$ cat config.mk
export PLATFORM = sky130hd
export DESIGN_NAME = pipe_ctrl_flat
export DESIGN_NICKNAME = d
export VERILOG_FILES = /design/src/rtl/pipe_ctrl_pkg.sv /design/src/rtl/pipe_ctrl_if.sv /design/src/rtl/pipe_ctrl_stall_wdt.sv /design/src/rtl/pipe_ctrl.sv /design/src/flat_wrapper.sv
export SDC_FILE = /design/constraint.sdc
export NUM_CORES = 1
export LEC_CHECK = 0
export CORE_MARGIN = 5
export CORE_UTILIZATION = 25
export DETAILED_ROUTE_END_ITERATION = 10
export PLACE_DENSITY = 0.58
export SYNTH_ARGS = -nofsm -noshare
export SYNTH_HDL_FRONTEND = slang
export SYNTH_HIERARCHICAL = 1
export SYNTH_SLANG_ARGS = --single-unit
$ cat constraint.sdc
create_clock -name clk -period 1.5 [get_ports clk]
set_input_delay 0.225 -clock clk [delete_from_list [all_inputs] [get_ports clk]]
set_output_delay 0.225 -clock clk [all_outputs]
set_load 0.01 [all_outputs]
$ cat src/rtl/pipe_ctrl_pkg.sv
// pipe_ctrl_pkg: reset/enable levels and FSM state encodings for the hazard controller
package pipe_ctrl_pkg;
    localparam logic RESET  = 1'b1;
    localparam logic ENABLE = 1'b1;
    typedef enum logic [1:0] {
        PCTRL_RUN   = 2'd0,
        PCTRL_DIV   = 2'd1,
        PCTRL_DRAIN = 2'd2,
        PCTRL_REDIR = 2'd3
    } state_t;
endpackage

$ cat src/rtl/pipe_ctrl_if.sv
// pipe_ctrl_if: hazard inputs from the core and stage-register controls back to it
interface pipe_ctrl_if;
    logic       ld_use_hazard_i, br_taken_i, div_start_i, div_done_i, mem_wait_i, trap_req_i;
    logic       pc_we_o, ifid_stall_o, idex_stall_o, exmem_stall_o;
    logic       ifid_flush_o, idex_flush_o, exmem_flush_o, memwb_flush_o;
    logic       trap_ack_o, bus_err_o;
    logic [1:0] state_o;
    modport master (
        input  ld_use_hazard_i, br_taken_i, div_start_i, div_done_i, mem_wait_i, trap_req_i,
        output pc_we_o, ifid_stall_o, idex_stall_o, exmem_stall_o,
               ifid_flush_o, idex_flush_o, exmem_flush_o, memwb_flush_o,
               trap_ack_o, bus_err_o, state_o
    );
    modport slave (
        output ld_use_hazard_i, br_taken_i, div_start_i, div_done_i, mem_wait_i, trap_req_i,
        input  pc_we_o, ifid_stall_o, idex_stall_o, exmem_stall_o,
               ifid_flush_o, idex_flush_o, exmem_flush_o, memwb_flush_o,
               trap_ack_o, bus_err_o, state_o
    );
endinterface

$ cat src/rtl/pipe_ctrl_stall_wdt.sv
// pipe_ctrl_stall_wdt: counts consecutive mem-wait cycles, pulses bus_err_o on the STALL_MAX-th
module pipe_ctrl_stall_wdt
    import pipe_ctrl_pkg::*;
#(
    parameter int STALL_MAX = 15,
    parameter int CW        = 4
) (
    input  logic clk,
    input  logic rest,
    input  logic mem_wait_i,
    output logic bus_err_o
);
    logic [CW-1:0] cnt;
    logic          expire;
    assign expire    = mem_wait_i && cnt == CW'(STALL_MAX - 1);
    assign bus_err_o = expire && rest != RESET;
    always_ff @(posedge clk)
        if (rest == RESET || !mem_wait_i || expire) cnt <= '0;
        else cnt <= cnt + 1'b1;
endmodule

$ cat src/rtl/pipe_ctrl.sv
// pipe_ctrl: pipeline hazard controller producing stall/flush/PC-enable for the five-stage core
module pipe_ctrl
    import pipe_ctrl_pkg::*;
#(
    parameter int TRAP_DRAIN = 2,
    parameter int STALL_MAX  = 15,
    parameter int CW         = 4
) (
    input logic        clk,
    input logic        rest,
    pipe_ctrl_if.master bus
);
    state_t        state, state_nx;
    logic [CW-1:0] drain_cnt, drain_nx;
    logic pc_we, ifid_s, idex_s, exmem_s, ifid_f, idex_f, exmem_f, memwb_f, trap_ack, wdt_err;

    pipe_ctrl_stall_wdt #(.STALL_MAX(STALL_MAX), .CW(CW)) u_wdt (
        .clk        (clk),
        .rest       (rest),
        .mem_wait_i (bus.mem_wait_i),
        .bus_err_o  (wdt_err)
    );

    always_ff @(posedge clk)
        if (rest == RESET) begin
            state     <= PCTRL_RUN;
            drain_cnt <= '0;
        end else begin
            state     <= state_nx;
            drain_cnt <= drain_nx;
        end

    always_comb begin
        pc_we    = ENABLE;
        ifid_s   = 1'b0;
        idex_s   = 1'b0;
        exmem_s  = 1'b0;
        ifid_f   = 1'b0;
        idex_f   = 1'b0;
        exmem_f  = 1'b0;
        memwb_f  = 1'b0;
        trap_ack = 1'b0;
        state_nx = state;
        drain_nx = drain_cnt;
        case (state)
            PCTRL_RUN:
                if (bus.trap_req_i) begin
                    pc_we = 1'b0; ifid_f = 1'b1; idex_f = 1'b1;
                    state_nx = PCTRL_DRAIN; drain_nx = '0;
                end else if (bus.mem_wait_i) begin
                    pc_we = 1'b0; ifid_s = 1'b1; idex_s = 1'b1; exmem_s = 1'b1; memwb_f = 1'b1;
                end else if (bus.br_taken_i) begin
                    ifid_f = 1'b1; idex_f = 1'b1;
                end else if (bus.div_start_i) begin
                    pc_we = 1'b0; ifid_s = 1'b1; idex_s = 1'b1; exmem_f = 1'b1;
                    state_nx = PCTRL_DIV;
                end else if (bus.ld_use_hazard_i) begin
                    pc_we = 1'b0; ifid_s = 1'b1; idex_f = 1'b1;
                end
            PCTRL_DIV:
                // Completion releases the pipe in the same cycle the result is valid
                if (bus.div_done_i) state_nx = PCTRL_RUN;
                else begin
                    pc_we = 1'b0; ifid_s = 1'b1; idex_s = 1'b1;
                    exmem_s = bus.mem_wait_i; memwb_f = bus.mem_wait_i; exmem_f = !bus.mem_wait_i;
                end
            PCTRL_DRAIN: begin
                pc_we = 1'b0; ifid_f = 1'b1; idex_f = 1'b1;
                exmem_s = bus.mem_wait_i; memwb_f = bus.mem_wait_i;
                if (!bus.mem_wait_i) begin
                    drain_nx = drain_cnt + 1'b1;
                    state_nx = drain_cnt == CW'(TRAP_DRAIN - 1) ? PCTRL_REDIR : PCTRL_DRAIN;
                end
            end
            default: begin
                trap_ack = 1'b1; ifid_f = 1'b1; idex_f = 1'b1; exmem_f = 1'b1;
                state_nx = PCTRL_RUN;
            end
        endcase
        if (rest == RESET) begin
            pc_we = 1'b0; ifid_s = 1'b0; idex_s = 1'b0; exmem_s = 1'b0; trap_ack = 1'b0;
            ifid_f = 1'b1; idex_f = 1'b1; exmem_f = 1'b1; memwb_f = 1'b1;
        end
    end

    assign bus.pc_we_o       = pc_we;
    assign bus.ifid_stall_o  = ifid_s;
    assign bus.idex_stall_o  = idex_s;
    assign bus.exmem_stall_o = exmem_s;
    assign bus.ifid_flush_o  = ifid_f;
    assign bus.idex_flush_o  = idex_f;
    assign bus.exmem_flush_o = exmem_f;
    assign bus.memwb_flush_o = memwb_f;
    assign bus.trap_ack_o    = trap_ack;
    assign bus.bus_err_o     = wdt_err;
    assign bus.state_o       = rest == RESET ? PCTRL_RUN : state;
endmodule

$ cat src/flat_wrapper.sv
// flat-port wrapper written by rule: the top's interface ports become plain ports
module pipe_ctrl_flat import pipe_ctrl_pkg::*;
#(
    parameter int TRAP_DRAIN = 2,
    parameter int STALL_MAX  = 15,
    parameter int CW         = 4
)
  (clk, rest, bus_ld_use_hazard_i, bus_br_taken_i, bus_div_start_i, bus_div_done_i, bus_mem_wait_i, bus_trap_req_i, bus_pc_we_o, bus_ifid_stall_o, bus_idex_stall_o, bus_exmem_stall_o, bus_ifid_flush_o, bus_idex_flush_o, bus_exmem_flush_o, bus_memwb_flush_o, bus_trap_ack_o, bus_bus_err_o, bus_state_o);
  pipe_ctrl_if bus_i ();
  input logic clk;
  input logic rest;
  input wire logic [$bits(bus_i.ld_use_hazard_i)-1:0] bus_ld_use_hazard_i;
  input wire logic [$bits(bus_i.br_taken_i)-1:0] bus_br_taken_i;
  input wire logic [$bits(bus_i.div_start_i)-1:0] bus_div_start_i;
  input wire logic [$bits(bus_i.div_done_i)-1:0] bus_div_done_i;
  input wire logic [$bits(bus_i.mem_wait_i)-1:0] bus_mem_wait_i;
  input wire logic [$bits(bus_i.trap_req_i)-1:0] bus_trap_req_i;
  output wire logic [$bits(bus_i.pc_we_o)-1:0] bus_pc_we_o;
  output wire logic [$bits(bus_i.ifid_stall_o)-1:0] bus_ifid_stall_o;
  output wire logic [$bits(bus_i.idex_stall_o)-1:0] bus_idex_stall_o;
  output wire logic [$bits(bus_i.exmem_stall_o)-1:0] bus_exmem_stall_o;
  output wire logic [$bits(bus_i.ifid_flush_o)-1:0] bus_ifid_flush_o;
  output wire logic [$bits(bus_i.idex_flush_o)-1:0] bus_idex_flush_o;
  output wire logic [$bits(bus_i.exmem_flush_o)-1:0] bus_exmem_flush_o;
  output wire logic [$bits(bus_i.memwb_flush_o)-1:0] bus_memwb_flush_o;
  output wire logic [$bits(bus_i.trap_ack_o)-1:0] bus_trap_ack_o;
  output wire logic [$bits(bus_i.bus_err_o)-1:0] bus_bus_err_o;
  output wire logic [$bits(bus_i.state_o)-1:0] bus_state_o;
  assign bus_i.ld_use_hazard_i = bus_ld_use_hazard_i;
  assign bus_i.br_taken_i = bus_br_taken_i;
  assign bus_i.div_start_i = bus_div_start_i;
  assign bus_i.div_done_i = bus_div_done_i;
  assign bus_i.mem_wait_i = bus_mem_wait_i;
  assign bus_i.trap_req_i = bus_trap_req_i;
  assign bus_pc_we_o = bus_i.pc_we_o;
  assign bus_ifid_stall_o = bus_i.ifid_stall_o;
  assign bus_idex_stall_o = bus_i.idex_stall_o;
  assign bus_exmem_stall_o = bus_i.exmem_stall_o;
  assign bus_ifid_flush_o = bus_i.ifid_flush_o;
  assign bus_idex_flush_o = bus_i.idex_flush_o;
  assign bus_exmem_flush_o = bus_i.exmem_flush_o;
  assign bus_memwb_flush_o = bus_i.memwb_flush_o;
  assign bus_trap_ack_o = bus_i.trap_ack_o;
  assign bus_bus_err_o = bus_i.bus_err_o;
  assign bus_state_o = bus_i.state_o;
  pipe_ctrl #(.TRAP_DRAIN(TRAP_DRAIN), .STALL_MAX(STALL_MAX), .CW(CW)) u_core (.clk(clk), .rest(rest), .bus(bus_i));
endmodule
== After elaboration in Yosys (flattened, before gate mapping) ==
Index checks and enable logic that the tools add are counted.

* Output and inout port bits: 12
* Word-level logic and storage cells: 84
* Bits in registers: 10

* Eq/ne operators: 10
* Reductions and logical operators: 10
* Bitwise logic cells: 1
* Multiplexer cells: 58
* Add/subtract/negate cells: 2

{| class="wikitable"
|+ Operators by type and width
! operator !! count
|-
| $mux 1 || 40
|-
| $mux 2 || 7
|-
| $ne 3x3->1 const B || 3
|-
| $pmux 1 s3 || 3
|-
| $add 4x1->4 const B || 2
|-
| $mux 4 || 2
|-
| $pmux 1 s2 || 4
|-
| $pmux 4 s2 || 1
|-
| $ne 2x2->1 const B || 3
|-
| $pmux 2 s3 || 1
|-
| $reduce_and 5->1 || 1
|-
| $eq 4x1->1 const B || 1
|-
| $eq 4x4->1 const B || 1
|-
| $reduce_and 3->1 || 1
|-
| $reduce_or 3->1 || 1
|-
| $eq 2x1->1 const B || 1
|-
| $eq 2x2->1 const B || 1
|-
| $logic_and 1x1->1 || 2
|-
| $logic_not 2->1 || 1
|-
| $logic_or 1x1->1 || 2
|-
| $reduce_bool 2->1 || 1
|-
| $logic_not 1->1 || 1
|-
| $not 1->1 || 1
|}

== Depth between registers and ports, before layout ==
* Depth in word-level cells: 7
* Gate-level depth with buffers: 5
* Gate-level depth less buffers: 5

== Cells and area by module ==
The synthesis kept the hierarchy.

{| class="wikitable"
|+ Modules (own cells, without submodules)
! module !! instances !! area each (µm²) !! cells each !! seq. area each (µm²)
|-
| pipe_ctrl || 1 || 508.0 || 66 || 120.1
|-
| pipe_ctrl_stall_wdt || 1 || 168.9 || 17 || 80.1
|}

== Least setup slack after synthesis ==
OpenSTA, ideal clock, no wires.

* Path type: flip-flop to output port
* Start point: register u_core.state[0]
* End point: output bus_pc_we_o
* Data arrival time: 1266 ps
* Cell stages (with the launch flop): 5
* Buffers on the path: 1
* Slack: 9 ps
* Data required time: 1275 ps
* Cell sequence: dfxtp_1 -> buf_2 -> nor3_2 -> or3b_1 -> a21oi_1

* Word-level cells in the longest chain between the ends: 3
* Elaborated cells on any way between the ends: 5

{| class="wikitable"
|+ RTL lines
! what !! line !! source
|-
| from (decl) || pipe_ctrl.sv:13 || <nowiki>state_t state, state_nx;</nowiki>
|-
| from (signal assigned) || pipe_ctrl.sv:29 || <nowiki>state <= state_nx;</nowiki>
|-
| $eq 2x2->1 (tied with other cells) || pipe_ctrl.sv:45 || <nowiki>case (state)</nowiki>
|-
| $pmux 1 s3 (*) || pipe_ctrl.sv:45 ||
|-
| $mux 1 (*) || pipe_ctrl.sv:80 || <nowiki>if (rest == RESET) begin</nowiki>
|-
| to (decl) || flat_wrapper.sv:18 || <nowiki>output wire logic [$bits(bus_i.pc_we_o)-1:0] bus_pc_we_o;</nowiki>
|}

Mark *: on every way between the ends. The rest lies on a longest branch, timed or not.

== Worst setup path after layout ==
* Start point: register u_core.state[1]
* End point: output bus_pc_we_o

The elaborated chain is that of the path after synthesis.

==> summary.md <==
| Metric | Value |
|---|---|
| Reg-to-reg critical path startpoint | u_core/state[0] |
| Period utilisation layout | 117% |
| Die height | 62.0 um |
| Hold WC Path Type | reg -> reg |
| Nets | 146 |
| R2R depth | 5 |
| PortBufs | 19 |
| Clock Latency Late Sink | 0.26 ns |
| Routed WL per cell | between 10 and 15 um |
| Hold Fails Final Rpt | 0 |
| Vias in the first global route | 776 |
| Total Routed Length | 1940 um |
| Iteration-0 DRC Markers | 36 |
| Peak supply drop | 0.500 mV |
| DRT antenna net count | 0 |
| Gr usage total | between 10 and 15% |
| Hold Crit Start | u_core/drain_cnt[3] |
| Worst-Margin Slew | 0.221 ns |
| CP arrival | between 1.5 and 2 ns |
| Final instance area | 1180 um2 |
| LEAKAGE | 0.533 nW |
| Vias per cell | between 4 and 5 |
| Initial Utilization | 26.8% |
| Clk_skew | 0.000483 ns |
| Hold Worst Slack | 0.495 ns |
| Crit path required time | between 1 and 1.5 ns |
| Clock slew at reported path FFs | 0.07 ns |
| Max-Cap Viols | 0 |
| Post-Place Worst Slack | -0.671 ns |
| Seq/Total Area, Yosys | just under 30% |
| Post-layout minimum cycle time | approximately 1.7 ns |
| Synth Net Count | 95 |
| Ys Warns | 6 |
| Pre-antenna DRT Iters | 2 |
| Post-synthesis register bit count | 10 |
| Gate Count Post-Synth | 83 |
| Clock Sinks | 10 |
| Layout cells sized above 1 | 51.1% |
| Die area | 3850 um2 |
| Antenna diode count | 0 |
| Post-DP HPWL | 1450 um |
| Crit-path max FO | 2 |
| Syn_area_per_cell | ~8.2 um2 |
| TritonCTS clock tree | built |
| Drt drc | 0 |
| Hold_buf cts | 0 |
| CTS HTree Levels | 1 |
| GRT Residual Overflow | 0 |
| Root buffer cell | clkbuf_4 |
| # rows | 18 |
| Critical path class | reg -> out |
| Synth-to-Final Area Change | 73.8% |
| CTS buffer count | 3 |
| Failing checks | negative setup slack |
| Count of cell types in the netlist | 36 |
| Critical path startpoint category | flop |
| Fmax | 572 MHz |
| Power, Total | about 840 uW |
| Pins Over Slew Limit | 0 |
| RSZ-0062 raised after global routing | true |
| Min setup slack post-route | -0.250 ns |
| I/O pins | 20 |
| Core Util, Final | a little under half |
| Largest net degree at the start of global routing | 11 |
| Worst slew margin | 85.1% |
| Final setup violation count | 5 |
| Mapped cell area | 677 um2 |
| First-pass GRT wire length | 3330 um |
| RePlAce Congestion | slightly above 0.7 |
| Status | complete, but fails checks |
| Core area | around 2500 um2 |
| Crit path from | u_core/state[1] |
| Pwr/cell area | 718 nW/um2 |
| Placement Cell Area | 1060 um2 |
| Hold Path Stages | 2 |
| Vias | 784 |
| Worst Setup End Kind | output port |
| CTS max path bufs | 2 |
| Die width | just over 60 um |
| Initial antenna violation count | 0 |
final timing paths:
path	endpoint	slack, ns
hold / removal	u_core/drain_cnt[3]	0.49
setup reg to reg	u_core/drain_cnt[2]	0.03
setup / recovery	bus_pc_we_o	-0.25
hold reg to reg	u_core/drain_cnt[3]	0.49
per-layer routing:
metal	wire length (um)	track usage [%]	up-vias	part of all wire, %
li1	-	-	398	-
met1	836	13.0	373	43
met2	981	21.2	11	51
met3	109	2.07	2	5.6
met4	8	3.64	0	0.41
met5	0	0	-	0
flip-flops by register name, summed over array words and instances (netlist names):
register / cells
u_core/u_wdt/cnt: 4
u_core/drain_cnt: 4
u_core/state: 2
layout by cell type (no fill, tap or decap), types with 2 or more instances in the layout:
master | Yosys | final
dlygate4sd2_1 | 0 | 5
buf_4 | 0 | 27
a21oi_2 | 0 | 2
a221o_1 | 2 | 2
dfxtp_2 | 0 | 2
o21ai_1 | 0 | 2
buf_2 | 2 | 9
nand2b_4 | 0 | 3
clkbuf_4 | 0 | 3
inv_1 | 5 | 5
dfxtp_1 | 10 | 8
nor2_1 | 9 | 8
a21boi_1 | 1 | 2
o21bai_1 | 2 | 2
clkdlybuf4s15_1 | 0 | 2
o21ai_0 | 6 | 3
nand3_1 | 3 | 3
ha_1 | 4 | 4
clkbuf_2 | 0 | 2
a21oi_1 | 7 | 5
buf_6 | 0 | 3
per-stage QoR:
step / instances / setup TNS (ns)
after floorplan: 83 / 0
after global placement: 152 / -6.03
after detailed placement: 152 / -6.28
after CTS: 160 / -0.714
after global routing: 163 / -0.960
final: 163 / -0.473
area by class of cell:
class / count / area (um2)
Sequential cell: 10 / 203
Timing Repair Buffer: 49 / 368
Multi-Input combinational cell: 65 / 513
Tap cell: 30 / 37.5
Fill cell: 270 / 1350
Inverter: 5 / 18.8
Clock buffer: 4 / 36.3
worst max-delay path, cell delays in order (launching register included):
cell     delay (ns)
dfxtp_2        0.32
nor3_2         0.18
buf_4          0.15
or3b_4         0.36
a21oi_2        0.11
buf_2          0.14
synthesized netlist by cell type:
cell | instances | area [um2]
a21bo_2 | 1 | 10.0
nand2b_1 | 3 | 18.8
nor2_1 | 9 | 33.8
o31ai_1 | 2 | 15.0
or3b_1 | 1 | 8.76
nor3_1 | 1 | 5.00
nand3b_1 | 1 | 7.51
a21boi_1 | 1 | 7.51
and2_1 | 2 | 12.5
xor2_1 | 1 | 8.76
buf_2 | 2 | 10.0
nand3_1 | 3 | 15.0
dfxtp_1 | 10 | 200
nor3b_1 | 1 | 7.51
ha_1 | 4 | 50.1
nor3_2 | 1 | 10.0
a41oi_1 | 1 | 8.76
or2_2 | 1 | 6.26
xnor2_1 | 1 | 8.76
a2bb2oi_1 | 2 | 17.5
a21oi_1 | 7 | 35.0
or3_1 | 1 | 6.26
or4_1 | 2 | 15.0
a31oi_1 | 1 | 6.26
o21bai_2 | 1 | 11.3
inv_1 | 5 | 18.8
a21o_2 | 1 | 8.76
o21ai_0 | 6 | 30.0
clkbuf_1 | 1 | 3.75
nor2_2 | 1 | 6.26
nor2b_1 | 2 | 12.5
a21boi_0 | 1 | 7.51
nand4b_1 | 1 | 8.76
a221o_1 | 2 | 20.0
o21bai_1 | 2 | 15.0
o21ba_2 | 1 | 10.0
timing repair:
action | CTS | global route
gates resized for setup | 56 | 22
pin swaps | 7 | 7
setup buffers | 4 | 4
endpoints found under the setup margin | 13 | 12
where the power goes:
part	total [mW]	leakage, nW	switching (mW)	internal, mW
clock network	0.238	0.0210	0.0909	0.147
registers	0.289	0.0821	0.0100	0.279
logic	0.317	0.430	0.138	0.179
total	0.844	0.533	0.239	0.605
kinds of logic (layout without fill, tap and decap cells):
group | count (synthesis) | in the layout | share of synthesized area (%)
flip-flops | 10 | 10 | 29.6
XOR/XNOR | 2 | 2 | 2.59
buffers and inverters | 8 | 58 | 4.81
AND/OR/NAND/NOR | 30 | 30 | 25.7
AO/OA/AOI/OAI | 29 | 29 | 29.9
adder cells (fa/ha/maj) | 4 | 4 | 7.39
(Power assumes the default switching activity.)
